<file path="src/rtl/ana_in_cap_seq_if.sv">
// Handshake and switch-control bundle between the ADC controller, the
// pad-cap sequencer and the pad-cap switch cells.
interface ana_in_cap_seq_if #(
    parameter int NCH      = 4,
    parameter int SETTLE_W = 8
);
    localparam int CH_W = $clog2(NCH);

    logic                REQ_VALID;
    logic                REQ_READY;
    logic [CH_W-1:0]     REQ_CH;
    logic [SETTLE_W-1:0] SETTLE_CNT;
    logic                ABORT;
    logic [NCH-1:0]      DISCH_EN;
    logic [NCH-1:0]      CONN_EN;
    logic                SAMPLE;
    logic [CH_W-1:0]     SMP_CH;
    logic                DONE_VALID;
    logic                DONE_READY;
    logic                ERR;
    logic                ERR_CLR;

    // ADC controller side
    modport master (
        output REQ_VALID, REQ_CH, SETTLE_CNT, ABORT, DONE_READY, ERR_CLR,
        input  REQ_READY, DISCH_EN, CONN_EN, SAMPLE, SMP_CH, DONE_VALID, ERR
    );

    // Sequencer side
    modport slave (
        input  REQ_VALID, REQ_CH, SETTLE_CNT, ABORT, DONE_READY, ERR_CLR,
        output REQ_READY, DISCH_EN, CONN_EN, SAMPLE, SMP_CH, DONE_VALID, ERR
    );
endinterface

</file>
<file path="src/rtl/ana_in_cap_seq.sv">
// Multi-channel pad sampling-cap sequencer: discharge, break-before-make gap,
// connect/settle, sample strobe, then hold DONE until the ADC acknowledges.
module ana_in_cap_seq #(
    parameter int NCH       = 4,
    parameter int SETTLE_W  = 8,
    parameter int DISCH_CYC = 4
) (
    input  logic              CLK,
    input  logic              RESETB,
    ana_in_cap_seq_if.slave   bus
);
    localparam int CH_W = $clog2(NCH);
    localparam int DC_W = $clog2(DISCH_CYC + 1);
    localparam logic [CH_W:0]    NCH_EXT = (CH_W+1)'(NCH);
    localparam logic [NCH-1:0]   OH_BASE = {{(NCH-1){1'b0}}, 1'b1};

    typedef enum logic [2:0] {
        ST_IDLE  = 3'd0,
        ST_DISCH = 3'd1,
        ST_GAP   = 3'd2,
        ST_CONN  = 3'd3,
        ST_SMPL  = 3'd4,
        ST_HOLD  = 3'd5
    } state_e;

    state_e              state_q, state_d;
    logic [CH_W-1:0]     ch_q, ch_d;
    logic [SETTLE_W-1:0] settle_q, settle_d;
    logic [DC_W-1:0]     disch_cnt_q, disch_cnt_d;
    logic                err_q, err_d;
    logic [NCH-1:0]      disch_en_q, disch_en_d;
    logic [NCH-1:0]      conn_en_q, conn_en_d;
    logic                sample_q, sample_d;
    logic                done_valid_q, done_valid_d;
    logic                accept_s;
    logic                bad_ch_s;

    assign bus.REQ_READY  = (state_q == ST_IDLE) & ~bus.ABORT;
    assign accept_s       = bus.REQ_VALID & bus.REQ_READY;
    assign bad_ch_s       = ({1'b0, bus.REQ_CH} >= NCH_EXT);

    assign bus.DISCH_EN   = disch_en_q;
    assign bus.CONN_EN    = conn_en_q;
    assign bus.SAMPLE     = sample_q;
    assign bus.SMP_CH     = ch_q;
    assign bus.DONE_VALID = done_valid_q;
    assign bus.ERR        = err_q;

    // Next-state, counter and output decode; outputs derive from the next state so
    // the registered switch enables line up with the registered state.
    always_comb begin
        state_d     = state_q;
        ch_d        = ch_q;
        settle_d    = settle_q;
        disch_cnt_d = disch_cnt_q;
        err_d       = err_q;

        if (accept_s && bad_ch_s) begin
            err_d = 1'b1;
        end else if (bus.ERR_CLR) begin
            err_d = 1'b0;
        end else begin
            err_d = err_q;
        end

        if (bus.ABORT && (state_q != ST_IDLE)) begin
            state_d = ST_IDLE;
        end else begin
            case (state_q)
                ST_IDLE: begin
                    if (accept_s && !bad_ch_s) begin
                        state_d     = ST_DISCH;
                        ch_d        = bus.REQ_CH;
                        settle_d    = (bus.SETTLE_CNT == '0) ? SETTLE_W'(1) : bus.SETTLE_CNT;
                        disch_cnt_d = DC_W'(DISCH_CYC);
                    end else begin
                        state_d = ST_IDLE;
                    end
                end
                ST_DISCH: begin
                    if (disch_cnt_q <= DC_W'(1)) begin
                        state_d = ST_GAP;
                    end else begin
                        disch_cnt_d = disch_cnt_q - DC_W'(1);
                    end
                end
                ST_GAP: begin
                    state_d = ST_CONN;
                end
                ST_CONN: begin
                    // Settle count stops at 1 rather than wrapping.
                    if (settle_q <= SETTLE_W'(1)) begin
                        state_d = ST_SMPL;
                    end else begin
                        settle_d = settle_q - SETTLE_W'(1);
                    end
                end
                ST_SMPL: begin
                    state_d = ST_HOLD;
                end
                ST_HOLD: begin
                    if (bus.DONE_READY) begin
                        state_d = ST_IDLE;
                    end else begin
                        state_d = ST_HOLD;
                    end
                end
                default: begin
                    state_d = ST_IDLE;
                end
            endcase
        end

        disch_en_d   = (state_d == ST_DISCH) ? (OH_BASE << ch_d) : '0;
        conn_en_d    = ((state_d == ST_CONN) || (state_d == ST_SMPL)) ? (OH_BASE << ch_d) : '0;
        sample_d     = (state_d == ST_SMPL);
        done_valid_d = (state_d == ST_HOLD);
    end

    // State, counters and registered outputs; async reset opens every switch at once.
    always_ff @(posedge CLK or negedge RESETB) begin
        if (!RESETB) begin
            state_q      <= ST_IDLE;
            ch_q         <= '0;
            settle_q     <= '0;
            disch_cnt_q  <= '0;
            err_q        <= 1'b0;
            disch_en_q   <= '0;
            conn_en_q    <= '0;
            sample_q     <= 1'b0;
            done_valid_q <= 1'b0;
        end else begin
            state_q      <= state_d;
            ch_q         <= ch_d;
            settle_q     <= settle_d;
            disch_cnt_q  <= disch_cnt_d;
            err_q        <= err_d;
            disch_en_q   <= disch_en_d;
            conn_en_q    <= conn_en_d;
            sample_q     <= sample_d;
            done_valid_q <= done_valid_d;
        end
    end
endmodule

</file>
<file path="src/flat_wrapper.sv">
// flat-port wrapper written by rule: the top's interface ports become plain ports
module ana_in_cap_seq_flat 
#(
    parameter int NCH       = 4,
    parameter int SETTLE_W  = 8,
    parameter int DISCH_CYC = 4
)
  (CLK, RESETB, bus_REQ_VALID, bus_REQ_CH, bus_SETTLE_CNT, bus_ABORT, bus_DONE_READY, bus_ERR_CLR, bus_REQ_READY, bus_DISCH_EN, bus_CONN_EN, bus_SAMPLE, bus_SMP_CH, bus_DONE_VALID, bus_ERR);
  ana_in_cap_seq_if #(.NCH(NCH), .SETTLE_W(SETTLE_W)) bus_i ();
  input  logic CLK;
  input  logic RESETB;
  input wire logic [$bits(bus_i.REQ_VALID)-1:0] bus_REQ_VALID;
  input wire logic [$bits(bus_i.REQ_CH)-1:0] bus_REQ_CH;
  input wire logic [$bits(bus_i.SETTLE_CNT)-1:0] bus_SETTLE_CNT;
  input wire logic [$bits(bus_i.ABORT)-1:0] bus_ABORT;
  input wire logic [$bits(bus_i.DONE_READY)-1:0] bus_DONE_READY;
  input wire logic [$bits(bus_i.ERR_CLR)-1:0] bus_ERR_CLR;
  output wire logic [$bits(bus_i.REQ_READY)-1:0] bus_REQ_READY;
  output wire logic [$bits(bus_i.DISCH_EN)-1:0] bus_DISCH_EN;
  output wire logic [$bits(bus_i.CONN_EN)-1:0] bus_CONN_EN;
  output wire logic [$bits(bus_i.SAMPLE)-1:0] bus_SAMPLE;
  output wire logic [$bits(bus_i.SMP_CH)-1:0] bus_SMP_CH;
  output wire logic [$bits(bus_i.DONE_VALID)-1:0] bus_DONE_VALID;
  output wire logic [$bits(bus_i.ERR)-1:0] bus_ERR;
  assign bus_i.REQ_VALID = bus_REQ_VALID;
  assign bus_i.REQ_CH = bus_REQ_CH;
  assign bus_i.SETTLE_CNT = bus_SETTLE_CNT;
  assign bus_i.ABORT = bus_ABORT;
  assign bus_i.DONE_READY = bus_DONE_READY;
  assign bus_i.ERR_CLR = bus_ERR_CLR;
  assign bus_REQ_READY = bus_i.REQ_READY;
  assign bus_DISCH_EN = bus_i.DISCH_EN;
  assign bus_CONN_EN = bus_i.CONN_EN;
  assign bus_SAMPLE = bus_i.SAMPLE;
  assign bus_SMP_CH = bus_i.SMP_CH;
  assign bus_DONE_VALID = bus_i.DONE_VALID;
  assign bus_ERR = bus_i.ERR;
  ana_in_cap_seq #(.NCH(NCH), .SETTLE_W(SETTLE_W), .DISCH_CYC(DISCH_CYC)) u_core (.CLK(CLK), .RESETB(RESETB), .bus(bus_i));
endmodule
</file>
<file path="config.mk">
export PLATFORM = sky130hd
export DESIGN_NAME = ana_in_cap_seq_flat
export DESIGN_NICKNAME = d
export VERILOG_FILES = /design/src/rtl/ana_in_cap_seq_if.sv /design/src/rtl/ana_in_cap_seq.sv /design/src/flat_wrapper.sv
export SDC_FILE = /design/constraint.sdc
export NUM_CORES = 1
export LEC_CHECK = 0
export CAP_MARGIN = 20
export CORE_AREA = 3 3 55 57
export CTS_CLUSTER_DIAMETER = 200
export DETAILED_ROUTE_END_ITERATION = 10
export DIE_AREA = 0 0 58 60
export DONT_BUFFER_PORTS = 1
export PLACE_DENSITY_LB_ADDON = 0.2
export RECOVER_POWER = 50
export SLEW_MARGIN = 20
export SYNTH_ARGS = -nofsm -noshare
export SYNTH_HDL_FRONTEND = slang
export SYNTH_SLANG_ARGS = --single-unit
</file>
<file path="constraint.sdc">
create_clock -name CLK -period 5 [get_ports CLK]
set_input_delay 0.5 -clock CLK [delete_from_list [all_inputs] [get_ports CLK]]
set_output_delay 0.5 -clock CLK [all_outputs]
set_load 0.005 [all_outputs]
</file>
==> impl_metrics.json, run 1 <==
{
  "status": "finished clean",
  "ys_async_sr_fraction": 1.00,
  "viasPerCell": 6.32,
  "end_kind": "register",
  "slew_violations": 0,
  "design_area_sq_mm": 0.00150,
  "fin_skew_ns": 0.00544,
  "slowest_delay_ns": 0.45,
  "gp_congestion": 0.785,
  "dpl_cell_area_sq_mm": 0.00143,
  "grt_max_degree": 27,
  "seq_area_sq_um": 651,
  "grt_pass1_wl_um": 4550,
  "layout_min_cycle_time_ns": 2.00,
  "critPathRequiredTime_ns": 5.23,
  "die_h_um": 60,
  "postCtsSetupRepairBufs": 0,
  "fin_crit_sh": 0.401,
  "synth.ff_latch_count": 26,
  "ir_drop_uv": 256,
  "cpMaxStageDelayCell": "dfrtp_1",
  "numCtsBuffers": 3,
  "first_pass_iters": 4,
  "max_freq_mhz": 499,
  "critPathLaunchType": "register",
  "min_path_cells": 1,
  "p_per_area_mw_per_mm2": 444,
  "worstHoldPathType": "in2reg",
  "antennaDiodeCount": 0,
  "num_io_pins": 30,
  "yosys.cell_types.count": 50,
  "dieArea_sq_mm": 0.00348,
  "clk_latency_ns": 0.33,
  "cts-resized-gates": 0,
  "synthCells": 142,
  "drive_gt1_frac": 0.150,
  "wl_per_cell_um": 16.1,
  "cp_cell_sequence": "inv_1 -> ha_1 -> or2_2 -> a31oi_4 -> or2_4 -> mux2_4",
  "syn-num-nets": 162,
  "rows": 18,
  "rr_worst_depth": 6,
  "synth_edf_count": 0,
  "arrival_ns": 2.23,
  "nFillCells": 226,
  "drc": 0,
  "fp.dieW_um": 58,
  "relSlewSlack": 0.0995,
  "grt_overflow": 0,
  "synth_seq_area_share": 0.444,
  "gr-usage-all-layers": 0.169,
  "tightest_slew_ns": 1.35,
  "grt_pass1_vias": 1068,
  "initial_core_util": 0.581,
  "path_max_fanout": 10,
  "path_class": "reg2reg",
  "setup_viol": 0,
  "clockRootBuffer": "clkbuf_4",
  "ys.flop_type": "dfrtp_1",
  "yosys_warnings": 0,
  "setup_tns_ns": 0,
  "drv_cap": 0,
  "synth_area_per_cell_sq_um": 10.3,
  "via_count": 1075,
  "area_growth_pct": 2.05,
  "nets": 161,
  "clk_pin_slew_ns": 0.14,
  "port-buffer-count": 0,
  "tritoncts": "yes",
  "dp_hpwl_um": 1960,
  "antenna_found_initial": 0,
  "synth_area_sq_mm": 0.00147,
  "whs_ns": 0.250,
  "ctsHtreeMaxLevel": 1,
  "rsz0062_at_grt": "no",
  "ant_nets": 0,
  "routed_wl_um": 2730,
  "initialDrtViolationCount": 43,
  "leakage_nw": 0.641,
  "clock_sinks": 26,
  "multi_input_comb_area_sq_um": 712,
  "core_sq_mm": 0.00252,
  "clockBufferDepth": 2,
  "finalHoldViolCount": 0
}
-- critical path: cells and delay by family (launching register included) --
family / cells / cell delay [ns]
simple gates: 2 / 0.55
mux: 1 / 0.29
buf+inv: 1 / 0.06
flops: 1 / 0.45
fa+ha+maj: 1 / 0.24
compound gates: 1 / 0.31
-- cells in the mapped netlist (all sizes together), types with 4 or more instances --
| master | instances | area share |
|---|---|---|
| nor2 | 10 | 0.026 |
| buf | 6 | 0.038 |
| ha | 4 | 0.034 |
| nor3 | 15 | 0.051 |
| inv | 8 | 0.020 |
| a22o | 4 | 0.025 |
| nand2 | 5 | 0.013 |
| a21oi | 6 | 0.020 |
| dfrtp | 26 | 0.44 |
| o2bb2ai | 4 | 0.024 |
| o21ai | 9 | 0.031 |
| nor4 | 4 | 0.038 |
-- registers in the layout, indices dropped and copies added, names as in the netlist --
signal and count:
u_core.bus.CONN_EN 4, u_core.bus.DISCH_EN 4, u_core.settle_q 8, u_core.bus.DONE_VALID 1
u_core.bus.SAMPLE 1, u_core.state_q 3, u_core.disch_cnt_q 3, u_core.bus.SMP_CH 2
-- report_power, final --
group          internal (mW)  switching (mW)
clock network         0.0811          0.0641
logic                 0.0923           0.106
registers              0.259          0.0625
total                  0.432           0.233
-- layer usage --
layer  part of all wire  vias to the layer above  track usage
met3              0.064                        4       0.0432
li1                   -                      512            -
met2               0.48                       29        0.281
met5                  0                        -            0
met1               0.45                      530        0.212
met4             0.0077                        0       0.0629
-- path summary, 6_finish.rpt --
kind | endpoint | slack, ns | startpoint
hold / removal | u_core.state_q[2] | 0.25 | bus_ABORT
setup reg to reg | u_core.settle_q[1] | 3.00 | u_core.settle_q[0]
setup / recovery | u_core.settle_q[1] | 3.00 | u_core.settle_q[0]
max in group asynchronous | u_core.state_q[2] | 3.22 | RESETB
min in group asynchronous | u_core.settle_q[5] | 0.99 | RESETB
hold reg to reg | u_core.disch_cnt_q[2] | 0.54 | u_core.disch_cnt_q[2]
-- cell families (layout without fill, tap and decap cells) --
family | count (synthesis) | count (layout) | synth area share
AND/OR/NAND/NOR | 51 | 51 | 0.213
AO/OA/AOI/OAI | 40 | 40 | 0.200
flip-flops | 26 | 26 | 0.444
buffers and inverters | 16 | 14 | 0.0708
adder cells (fa/ha/maj) | 4 | 4 | 0.0341
multiplexers | 4 | 4 | 0.0358
other | 1 | 1 | 0.00256
-- repair_timing --
item	4_1_cts	5_1_grt
hold endpoints to repair	26	0
endpoints found under the setup margin	0	0
hold buffers	2	0
-- area by class of cell --
class,instances,share of cell area
clock buffers,3,0.0151
multi-input cells,100,0.476
flip-flops and latches,26,0.435
clock inverters,1,0.0201
repair buffers,2,0.00920
well taps,30,0.0251
inverters,8,0.0201
-- stage by stage --
stage               worst slack, ns  utilization  std cells  total power [mW]
detailed placement             3.02        0.567        164             0.518
global placement               3.06        0.567        164             0.510
global route                   2.90        0.593        170             0.713
CTS                            2.99        0.600        170             0.670
floorplan                      3.19            -        142             0.487
finish                         3.00        0.593        170             0.665
-- cells in the final DEF (no fill, tap or decap), types with 2 or more instances in the layout --
cell type / count
nor2b_1: 2
o21ai_0: 8
nor4_1: 2
ha_1: 4
nor3_1: 15
clkbuf_4: 3
inv_1: 6
a211oi_1: 2
or2_2: 2
dfrtp_1: 26
a21oi_1: 6
o211a_1: 2
mux2i_2: 2
a22o_1: 3
nor4_4: 2
o22ai_1: 3
nor2_1: 10
nand2_1: 5
o2bb2ai_1: 4
inv_2: 2
a21o_1: 2
(Power assumes the default switching activity.)
==> run 2, diff against run 1 <==
--- a/config.mk
+++ b/config.mk
@@ -5,11 +5,12 @@
 export SDC_FILE = /design/constraint.sdc
 export NUM_CORES = 1
 export LEC_CHECK = 0
+export ABC_AREA = 1
 export CAP_MARGIN = 20
-export CORE_AREA = 3 3 55 57
+export CORE_AREA = 3 3 56 58
 export CTS_CLUSTER_DIAMETER = 200
 export DETAILED_ROUTE_END_ITERATION = 10
-export DIE_AREA = 0 0 58 60
+export DIE_AREA = 0 0 59 61
 export DONT_BUFFER_PORTS = 1
 export PLACE_DENSITY_LB_ADDON = 0.2
 export RECOVER_POWER = 50
==> constraint.sdc (replaced) <==
create_clock -name CLK -period 1.8 [get_ports CLK]
set_input_delay 0.18 -clock CLK [delete_from_list [all_inputs] [get_ports CLK]]
set_output_delay 0.18 -clock CLK [all_outputs]
set_load 0.005 [all_outputs]
==> run 2 against run 1 <==
  * Hold slack worse by 0.22 ns
  * Final area rose by 4.1%
  * Sequential share of layout area fell by 1.7 points
  * Synthesized cell count is 35% higher
  * Critical endpoint unchanged
  * Die area grew 3.4%
  * Sequential power rose to 2.9 times the previous value
  * Highest routed layer unchanged
==> impl_metrics.json, run 2 <==
{
  "status": "finished clean",
  "fp.dieW_um": 59,
  "rsz0062_at_grt": "no",
  "final_common_cell": "nand2_1",
  "synth_common_cells": "nand2_1 (50), nor2_1 (28), dfrtp_1 (26)",
  "grt_max_degree": 27,
  "synth.ff_latch_count": 26,
  "rows": 19,
  "ys_async_sr_fraction": 1.00,
  "critPathLaunchType": "register",
  "first_pass_iters": 4,
  "grt_pass1_wl_um": 5060,
  "arrival_ns": 1.81,
  "end_kind": "register",
  "yosysMostFrequentCell": "nand2_1",
  "grt_pass1_vias": 1199,
  "power_mw": 2.49,
  "p_per_area_mw_per_mm2": 1600,
  "worstHoldPathType": "in2reg",
  "path_max_fanout": 6,
  "dr_wl_met2_um": 1570,
  "initialDrtViolationCount": 92,
  "nets": 219,
  "post-route-util": 0.575,
  "drv_cap": 0,
  "antenna_found_initial": 0,
  "fin_crit_sh": 0.889,
  "wl_per_cell_um": 13.2,
  "clockRootBuffer": "clkbuf_4",
  "grt_overflow": 0,
  "ctsHtreeMaxLevel": 1,
  "core_sq_mm": 0.00271,
  "clk_pin_slew_ns": 0.15,
  "synth_top_area_share": 0.454,
  "cp_cell_sequence": "nor2_4 -> nand2_1 -> o21ai_1 -> nor2_2 -> buf_4 -> o211ai_1 -> o21ai_0",
  "synth_area_per_cell_sq_um": 7.51,
  "final_cell_mix": "nand2_1 (50), nor2_1 (28), dfrtp_1 (26)",
  "place_inst": 223,
  "wl_met3_um": 161,
  "layout_min_cycle_time_ns": 1.60,
  "tightest_slew_ns": 1.36,
  "largest_reg_flops": 8,
  "instances_no_fill": 229,
  "yosys_warnings": 0,
  "clock_sinks": 26,
  "dieArea_sq_mm": 0.00360,
  "clockBufferDepth": 2,
  "synth_seq_area_share": 0.454,
  "gr-usage-all-layers": 0.184,
  "yosys.cell_types.count": 27,
  "via_count": 1231,
  "postCtsSetupRepairBufs": 0,
  "drive_gt1_frac": 0.111,
  "nFillCells": 256,
  "routed_wl_um": 3020,
  "slowest_delay_ns": 0.46,
  "clk_latency_ns": 0.32,
  "leakage_nw": 0.787,
  "finalHoldViolCount": 0,
  "relSlewSlack": 0.0903,
  "path_buf_inv": 1,
  "setup_tns_ns": 0,
  "setup_viol": 0,
  "ir_drop_uv": 909,
  "synth.largest_area_cell": "dfrtp_1",
  "slew_violations": 0,
  "fin_skew_ns": 0.00280,
  "tritoncts": "yes",
  "synth_area_leaders": "dfrtp_1 (45%), nand2_1 (13%), nor2_1 (7.3%)",
  "syn-num-nets": 211,
  "gp_congestion": 0.914,
  "die_h_um": 61,
  "met1Wirelength_um": 1250,
  "ant_nets": 0,
  "synth_area_sq_mm": 0.00143,
  "port-buffer-count": 0,
  "viasPerCell": 5.38,
  "regMostFlops": "u_core.settle_q",
  "synthCells": 191,
  "max_freq_mhz": 625,
  "initial_core_util": 0.529,
  "antennaDiodeCount": 0,
  "top_layer_used": "met4",
  "path_class": "reg2reg",
  "num_io_pins": 30,
  "numCtsBuffers": 3,
  "synth_edf_count": 0,
  "drc": 0,
  "dp_hpwl_um": 2360,
  "cpMaxStageDelayCell": "dfrtp_1",
  "critPathRequiredTime_ns": 2.01,
  "crit_family": "compound AO/OA/AOI/OAI gates",
  "ys.flop_type": "dfrtp_1",
  "area_growth_pct": 8.64
}
==> run 2: changes by cell type in the layout (fill, tap and decap cells not counted), sizes merged, moves of 6 or more <==
cell and change:
nand2 +46, a21oi +6, inv +18, nand3 +13, nor3 -13, nor2 +21
==> run 2: worst paths after layout <==
path                                          from            endpoint  slack [ns]  cells past startpoint
worst max-delay path             u_core.state_q[1]  u_core.settle_q[1]        0.20                      7
worst min-delay path             bus_SETTLE_CNT[6]  u_core.settle_q[6]        0.03                      2
worst max register to register   u_core.state_q[1]  u_core.settle_q[1]        0.20                      7
worst min register to register  u_core.settle_q[5]  u_core.settle_q[5]        0.52                      2
max in group asynchronous                   RESETB  u_core.settle_q[0]        0.32                      2
min in group asynchronous                   RESETB  u_core.settle_q[4]        0.68                      2
==> run 2: repair_timing <==
item,CTS,global route
endpoints found under the hold margin,26,0
setup endpoints to repair,0,8
hold buffers,2,0
gates resized for setup,0,3
==> run 2: cell families (layout without fill, tap and decap cells) <==
kind of cell             count (synthesis)  in the layout  synth area share
AND/OR/NAND/NOR                        100            100             0.297
AO/OA/AOI/OAI                           30             30             0.121
buffers and inverters                   29             36            0.0846
flip-flops                              26             26             0.454
adder cells (fa/ha/maj)                  4              4            0.0349
other                                    1              1           0.00262
XOR/XNOR                                 1              1           0.00611
==> run 2: worst register-to-register path, cell delays in order (launching register included) <==
cell      delay [ns]
dfrtp_1         0.46
nor2_4          0.18
nand2_1         0.11
o21ai_1         0.28
nor2_2          0.11
buf_4           0.17
o211ai_1        0.07
o21ai_0         0.12
==> run 2: routing by layer <==
metal,vias to the layer above,GRT usage
li1,618,-
met1,574,0.221
met2,35,0.326
met3,4,0.0277
met4,0,0.0809
met5,-,0
==> run 2: area by class of cell <==
cell class                      count  area [sq um]  share of cell area
Sequential cell                    26           651               0.418
Clock buffer                        3          22.5              0.0145
Timing Repair Buffer                6          43.8              0.0281
Inverter                           26          97.6              0.0627
Multi-Input combinational cell    136           674               0.433
Clock inverter                      1          30.0              0.0193
Tap cell                           31          38.8              0.0249
==> run 2: per-stage QoR <==
step	hold slack [ns]	cell area, sq um	worst slack [ns]
finish	0.0266	1560	0.199
global route	0.0291	1560	0.0182
CTS	0.0238	1560	0.0987
detailed placement	-0.115	1480	0.125
global placement	-0.115	1480	0.150
floorplan	-0.116	1430	0.323
==> run 2: power breakdown <==
part	internal, mW	switching [mW]
Combinational	0.410	0.738
Sequential	0.777	0.165
Clock	0.225	0.178
Total	1.41	1.08
